### src/rtl/mem_access_ctrl_pkg.sv
// Shared definitions for the main-memory bus initiator: state encodings and
// default bus/timeout sizing.
package mem_access_ctrl_pkg;

  localparam int DATAWIDTH_BUS_DEF  = 32;
  localparam int TIMEOUT_CYCLES_DEF = 15;
  localparam int TIMEOUT_WIDTH_DEF  = 4;

  typedef enum logic [1:0] {
    ST_IDLE   = 2'd0,
    ST_ACCESS = 2'd1,
    ST_DONE   = 2'd2,
    ST_ERROR  = 2'd3
  } state_t;

endpackage

### src/rtl/mem_access_timeout_counter.sv
// ACK wait timer: loaded with LIMIT-1 on clear, counts down while enabled and
// holds at zero; tc flags the last permitted wait cycle.
module mem_access_timeout_counter
  import mem_access_ctrl_pkg::*;
#(
  parameter int WIDTH = TIMEOUT_WIDTH_DEF,
  parameter int LIMIT = TIMEOUT_CYCLES_DEF
) (
  input  logic clk,
  input  logic rst_n,
  input  logic clear,
  input  logic enable,
  output logic tc
);

  localparam logic [WIDTH-1:0] LOAD_VAL = WIDTH'(LIMIT - 1);

  logic [WIDTH-1:0] count;

  always_ff @(posedge clk or negedge rst_n) begin
    if (!rst_n) begin
      count <= '0;
    end else if (clear) begin
      count <= LOAD_VAL;
    end else if (enable && (count != '0)) begin
      count <= count - WIDTH'(1);
    end
  end

  assign tc = (count == '0);

endmodule

### src/rtl/mem_access_ctrl.sv
// Main-memory bus initiator: one read or write at a time, strobes held until
// ACK, with a bounded wait that converts a missing ACK into an error pulse.
//
//   state     | meaning
//   ----------+----------------------------------------------------------
//   ST_IDLE   | waiting for Req; request fields latched on acceptance
//   ST_ACCESS | address/data/strobe driven, waiting for ACK or timeout
//   ST_DONE   | one-cycle Done pulse, strobes low
//   ST_ERROR  | one-cycle Error pulse, strobes low, RData untouched
module mem_access_ctrl
  import mem_access_ctrl_pkg::*;
#(
  parameter int DATAWIDTH_BUS  = DATAWIDTH_BUS_DEF,
  parameter int TIMEOUT_CYCLES = TIMEOUT_CYCLES_DEF,
  parameter int TIMEOUT_WIDTH  = TIMEOUT_WIDTH_DEF
) (
  input  logic                     MEM_ACCESS_CTRL_CLOCK_50,
  input  logic                     MEM_ACCESS_CTRL_ResetInLow_In,
  input  logic                     MEM_ACCESS_CTRL_Req_In,
  input  logic                     MEM_ACCESS_CTRL_Write_In,
  input  logic [DATAWIDTH_BUS-1:0] MEM_ACCESS_CTRL_Addr_InBus,
  input  logic [DATAWIDTH_BUS-1:0] MEM_ACCESS_CTRL_WData_InBus,
  output logic                     MEM_ACCESS_CTRL_Busy_Out,
  output logic                     MEM_ACCESS_CTRL_Done_Out,
  output logic                     MEM_ACCESS_CTRL_Error_Out,
  output logic [DATAWIDTH_BUS-1:0] MEM_ACCESS_CTRL_RData_OutBus,
  output logic [DATAWIDTH_BUS-1:0] MEM_ACCESS_CTRL_MemA_OutBus,
  output logic [DATAWIDTH_BUS-1:0] MEM_ACCESS_CTRL_MemB_OutBus,
  output logic                     MEM_ACCESS_CTRL_MemRD_Out,
  output logic                     MEM_ACCESS_CTRL_MemWRMain_Out,
  input  logic                     MEM_ACCESS_CTRL_MemACK_In,
  input  logic [DATAWIDTH_BUS-1:0] MEM_ACCESS_CTRL_MemData_InBus
);

  state_t                   state, state_n;
  logic [DATAWIDTH_BUS-1:0] addr_q, wdata_q, rdata_q;
  logic                     wr_q;
  logic                     accept, in_access, ack_hit, timeout_tc;

  assign accept    = (state == ST_IDLE) && MEM_ACCESS_CTRL_Req_In;
  assign in_access = (state == ST_ACCESS);
  assign ack_hit   = in_access && MEM_ACCESS_CTRL_MemACK_In;

  mem_access_timeout_counter #(
    .WIDTH (TIMEOUT_WIDTH),
    .LIMIT (TIMEOUT_CYCLES)
  ) u_timeout (
    .clk    (MEM_ACCESS_CTRL_CLOCK_50),
    .rst_n  (MEM_ACCESS_CTRL_ResetInLow_In),
    .clear  (accept),
    .enable (in_access && !MEM_ACCESS_CTRL_MemACK_In),
    .tc     (timeout_tc)
  );

  always_ff @(posedge MEM_ACCESS_CTRL_CLOCK_50 or negedge MEM_ACCESS_CTRL_ResetInLow_In) begin
    if (!MEM_ACCESS_CTRL_ResetInLow_In) begin
      state <= ST_IDLE;
    end else begin
      state <= state_n;
    end
  end

  // ACK is checked before the timeout so a late ACK still completes the access
  always_comb begin
    state_n = state;
    case (state)
      ST_IDLE:   if (MEM_ACCESS_CTRL_Req_In) state_n = ST_ACCESS;
      ST_ACCESS: begin
        if (MEM_ACCESS_CTRL_MemACK_In) state_n = ST_DONE;
        else if (timeout_tc)           state_n = ST_ERROR;
      end
      ST_DONE:   state_n = ST_IDLE;
      ST_ERROR:  state_n = ST_IDLE;
      default:   state_n = ST_IDLE;
    endcase
  end

  always_ff @(posedge MEM_ACCESS_CTRL_CLOCK_50 or negedge MEM_ACCESS_CTRL_ResetInLow_In) begin
    if (!MEM_ACCESS_CTRL_ResetInLow_In) begin
      addr_q  <= '0;
      wdata_q <= '0;
      wr_q    <= 1'b0;
      rdata_q <= '0;
    end else begin
      if (accept) begin
        addr_q  <= MEM_ACCESS_CTRL_Addr_InBus;
        wdata_q <= MEM_ACCESS_CTRL_WData_InBus;
        wr_q    <= MEM_ACCESS_CTRL_Write_In;
      end
      if (ack_hit && !wr_q) begin
        rdata_q <= MEM_ACCESS_CTRL_MemData_InBus;
      end
    end
  end

  assign MEM_ACCESS_CTRL_Busy_Out      = (state != ST_IDLE);
  assign MEM_ACCESS_CTRL_Done_Out      = (state == ST_DONE);
  assign MEM_ACCESS_CTRL_Error_Out     = (state == ST_ERROR);
  assign MEM_ACCESS_CTRL_RData_OutBus  = rdata_q;
  assign MEM_ACCESS_CTRL_MemA_OutBus   = addr_q;
  assign MEM_ACCESS_CTRL_MemB_OutBus   = wdata_q;
  assign MEM_ACCESS_CTRL_MemRD_Out     = in_access && !wr_q;
  assign MEM_ACCESS_CTRL_MemWRMain_Out = in_access && wr_q;

endmodule

### config.mk
export PLATFORM = sky130hd
export DESIGN_NAME = mem_access_ctrl
export DESIGN_NICKNAME = d
export VERILOG_FILES = /design/src/rtl/mem_access_ctrl_pkg.sv /design/src/rtl/mem_access_timeout_counter.sv /design/src/rtl/mem_access_ctrl.sv
export SDC_FILE = /design/constraint.sdc
export NUM_CORES = 1
export LEC_CHECK = 0
export CORE_UTILIZATION = 43
export CTS_CLUSTER_SIZE = 20
export DETAILED_ROUTE_END_ITERATION = 6
export PLACE_DENSITY = 0.95
export RECOVER_POWER = 25
export SLEW_MARGIN = 20
export SYNTH_ARGS = -nofsm -noshare
export SYNTH_HDL_FRONTEND = slang
export SYNTH_SLANG_ARGS = --single-unit
### constraint.sdc
create_clock -name MEM_ACCESS_CTRL_CLOCK_50 -period 3.8 [get_ports MEM_ACCESS_CTRL_CLOCK_50]
set_input_delay 0.76 -clock MEM_ACCESS_CTRL_CLOCK_50 [delete_from_list [all_inputs] [get_ports MEM_ACCESS_CTRL_CLOCK_50]]
set_output_delay 0.76 -clock MEM_ACCESS_CTRL_CLOCK_50 [all_outputs]
set_load 0.05 [all_outputs]
# ---- Word-level counts from Yosys, hierarchy flattened
# Index checks and enable logic that the tools add are counted.
dict set report totals {
  input_bits 101
  ff_bits 103
  out_inout_bits 101
}
dict set report classes {
  n_reduce_logical 16
  n_mux 6
  add_sub_neg 1
  eq_ne 5
}
# cell count
set ops {}
lappend ops {{4-bit two-way mux} 2}
lappend ops {{1-bit logical AND} 7}
lappend ops {{2-bit two-way mux} 3}
lappend ops {{2-bit one-hot mux with 3 select lines} 1}
lappend ops {{2-bit equality test (second input constant)} 2}
lappend ops {{4-bit zero test} 1}
lappend ops {{2-bit nonzero test} 2}
lappend ops {{4-bit nonzero test} 1}
lappend ops {{4-bit by 1-bit subtractor with 4-bit output (second input constant)} 1}
lappend ops {{3-bit by 2-bit != test with 1-bit output (second input constant)} 1}
lappend ops {{2-bit by 1-bit equality test with 1-bit output (second input constant)} 1}
lappend ops {{1-bit zero test} 2}
lappend ops {{2-bit zero test} 1}
lappend ops {{2-bit != test (second input constant)} 1}
lappend ops {{2-bit AND reduction} 1}
lappend ops {{2-bit OR reduction} 1}

# ---- Depth between registers and ports, before layout
dict set report depth {
  word_depth 5
  depth_mapped 6
}

# ---- Modules after synthesis
# From an unflattened synthesis, not the netlist that was laid out.
dict set report unflattened {
  hier_cells 243
  hier_area_um2 3998.8
}
# mod cells_per_inst area_per_inst_um2 n_inst
set by_module_without_submodules {}
lappend by_module_without_submodules {mem_access_ctrl 222 3772.4 1}
lappend by_module_without_submodules {mem_access_timeout_counter 21 226.5 1}

# ---- Worst setup path after synthesis
# OpenSTA, ideal clock, no wires.
dict set report synth_timing {
  path_type {register to output}
  startpoint {reg state[1]}
  endpoint {out MEM_ACCESS_CTRL_MemRD_Out}
  slack_ns 1.788
  stages_incl_launch_ff 3
  path_buffers 0
  required_time_ns 3.040
  t_arrival_ns 1.252
  cell_sequence {dfrtp_1 nand2b_4 nor2_1}
}
dict set report synth_via {
  elab_chain_len 2
}
# element line
set synth_rtl {}
lappend synth_rtl {{start, declared} mem_access_ctrl.sv:35} ;# state_t state, state_n;
lappend synth_rtl {{start signal, assigned} mem_access_ctrl.sv:59} ;# state <= state_n;
lappend synth_rtl {{2-bit by 1-bit equality test with 1-bit output} mem_access_ctrl.sv:41} ;# assign in_access = (state == ST_ACCESS);
lappend synth_rtl {{1-bit logical AND} mem_access_ctrl.sv:102} ;# assign MEM_ACCESS_CTRL_MemRD_Out = in_access && !wr_q;
lappend synth_rtl {{end, declared} mem_access_ctrl.sv:29} ;# output logic MEM_ACCESS_CTRL_MemRD_Out,
# Every way passes these cells.

# ---- Final worst setup path
# Ends and elaborated chain as after synthesis.

==> results.toml <==
[clocking]
postCtsSetupBuffers = 0
root_buffer = "clkbuf_8"
cts.sinks = 103
clockBufferDepth = 2
clk_latency_ns = 0.34
cts_buffers = 9
cts_tree = "done"
clk_pin_slew_worst_paths_ns = 0.09
cts_htree_levels = 3
cts_resized = 0
cts_hold_repair.buffers = 0

[sta]
min_period_over_period = 0.718
skew_ns = 0.00950
rsz0062_at_grt = "false"
setup_violations = 0
fmax_mhz = 366
slew_headroom = -0.209
fin_setup_tns_ns = 0
drv_slew = 78
tightest_slew_ns = 1.81
fin_crit_ns = 2.73
hold_violations = 0

[layout]
fillers = 604
regArea_sq_um = 2580
drive_gt1_frac = 0.0966
fin_nets = 677
multiInputGateArea_sq_um = 1310
antenna_cells = 0
design_area_sq_um = 6310
area_delta_synth_final_pct = 58.3

[outcome]
outcome = "complete, but fails checks"
violations = "design-rule violations, max-capacitance violations, max-slew violations"

[detailed_routing]
vias = 3358
ant_nets = 0
wl_per_cell_um = 15.3
routed_wl_mm = 10.5
drt-pass1-iter-count = 7
vias_per_cell = 4.88
drc = 13
drtIter0Drc = 105

[worst_hold_path]
min_path_cells = 2
hold-path-endpoint = "MEM_ACCESS_CTRL_MemA_OutBus[5]$_DFFE_PN0P_"
hp-start = "MEM_ACCESS_CTRL_MemA_OutBus[5]$_DFFE_PN0P_"
hold_class = "reg -> reg"

[synth]
yosys.area_share.simple = 0.219
ys_types = 27
ys_seq_area_frac = 0.647
synthAdderAreaFrac = 0.00314
yosysWarnings = 0
synth_top_family_by_area = "simple AND/OR/NAND/NOR gates"
ys_ff_latch = 103
synthMuxAreaShare = 0.0929
avgSynthCellArea_sq_um = 10.6
syn_nets = 479
netlist_instances = 377
netlist_area_sq_um = 3990
synth-xor-area-share = 0
synth_compound_area_frac = 0.0107

[global_routing]
grt_max_degree = 78
grt_pass1_vias = 3490
grt_util_all_layers = 0.223
antenna_found_initial = 0
overflow = 0
grt_pass1_wl_mm = 16.9

[placement]
place_congestion = 0.746
place_area_sq_um = 6080
numPortBuffers = 201
dp_hpwl_mm = 7.89

[pwr]
ir_drop_v = 0.000648
p_per_area_nw_per_um2 = 1060
p_leak_uw = 0.00294

[floorplanning]
die-area_sq_um = 9660
initial_core_util = 0.451
ios = 202
rows = 34
die_y_um = 98.3
core_sq_um = 8850
die_w_um = 98.3

[worst_setup_path]
cp.arrival_ns = 1.97
r2r_slack_ns = 1.79
crit_path_end_kind = "output pin"
timing.rr.end = "MEM_ACCESS_CTRL_MemA_OutBus[19]$_DFFE_PN0P_"
cp-start-kind = "register"
crit_type = "reg -> out"
reg2regPathDepth = 4
worst-path-max-fanout = 7
required_ns = 3.04
rr_startpoint = "state[1]$_DFFE_PN0P_"

[flow_run]
drv_cap = 1
cells in the mapped netlist (all sizes together):
cell / count / area share
nor2: 3 / 0.0028
mux2i: 1 / 0.0025
and4b: 1 / 0.0025
o211ai: 1 / 0.0019
ha: 1 / 0.0031
buf: 10 / 0.017
inv: 3 / 0.0028
o21ai: 2 / 0.0025
nor3b: 4 / 0.013
mux2: 32 / 0.090
nor3: 1 / 0.0013
o31ai: 1 / 0.0019
and3: 1 / 0.0016
clkbuf: 8 / 0.0075
dfrtp: 103 / 0.65
or2: 1 / 0.0016
nand2b: 2 / 0.0050
and2: 1 / 0.0016
or3b: 1 / 0.0022
nand2: 196 / 0.18
a211o: 2 / 0.0044
nor2b: 2 / 0.0031
layer usage:
metal  GRT usage  wire [um]
met1       0.259       4150
met2       0.402       5440
met3      0.0487        743
met4      0.0838        161
met5           0          0
flip-flops by register name (all words and copies together), names as in the netlist:
register and flops:
u_timeout.count 4, wr_q 1, MEM_ACCESS_CTRL_RData_OutBus 32, MEM_ACCESS_CTRL_MemB_OutBus 32, state 2, MEM_ACCESS_CTRL_MemA_OutBus 32
layout make-up:
| type | instances | area share |
|---|---|---|
| Inverter | 3 | 0.00178 |
| Sequential cell | 103 | 0.408 |
| Timing Repair Buffer | 205 | 0.325 |
| Clock inverter | 4 | 0.0123 |
| Multi-Input combinational cell | 253 | 0.207 |
| Clock buffer | 12 | 0.0246 |
| Tap cell | 108 | 0.0214 |
worst max path at each step:
stage | startpoint | endpoint | depth (start not counted)
after floorplan | state[1]$_DFFE_PN0P_ | MEM_ACCESS_CTRL_MemRD_Out | 2
after global placement | MEM_ACCESS_CTRL_Req_In | MEM_ACCESS_CTRL_MemA_OutBus[20]$_DFFE_PN0P_ | 5
after detailed placement | MEM_ACCESS_CTRL_Req_In | MEM_ACCESS_CTRL_MemA_OutBus[24]$_DFFE_PN0P_ | 5
after CTS | state[1]$_DFFE_PN0P_ | MEM_ACCESS_CTRL_MemRD_Out | 3
after global routing | state[1]$_DFFE_PN0P_ | MEM_ACCESS_CTRL_MemWRMain_Out | 3
final | state[1]$_DFFE_PN0P_ | MEM_ACCESS_CTRL_MemRD_Out | 3
critical path: stages, from the launching register on:
cell and delay, ns:
dfrtp_1 0.48, nand2b_4 0.22, nor2_1 0.10, clkdlybuf4s50_1 0.82
logic make-up after synthesis:
logic type / Yosys count
AND/OR/NAND/NOR: 213
flip-flops: 103
multiplexers: 33
buffers and inverters: 21
AO/OA/AOI/OAI: 6
adder cells (fa/ha/maj): 1
per-stage QoR:
step	std cells	setup slack (ns)	total power [uW]	utilization	hold WS [ns]
2_1_floorplan	377	1.79	4500	-	0.464
3_3_place_gp	672	1.13	5820	0.687	0.458
3_5_place_dp	672	1.06	5950	0.687	0.467
4_1_cts	688	1.04	6730	0.714	0.491
5_1_grt	688	0.955	6970	0.713	0.501
6_report	688	1.07	6680	0.713	0.485
where the power goes:
group	switching [uW]	internal (uW)	total [uW]
registers	338	1630	1960
logic	2630	1330	3960
clock network	353	410	763
total	3320	3360	6680
layout by cell type, fill, tap and decap left out, types with 2 or more instances in the layout:
cell type          n
mux2_1             2
inv_1              3
dfrtp_1          103
nor2_1             3
clkbuf_8          11
nor3b_4            2
mux2_2            30
nor2b_1            2
clkinv_4           2
buf_4              3
a211o_1            2
o21ai_0            2
clkdlybuf4s50_1  200
bufinv_16          2
nand2_1          196
Power figures use the tool's default switching activity.
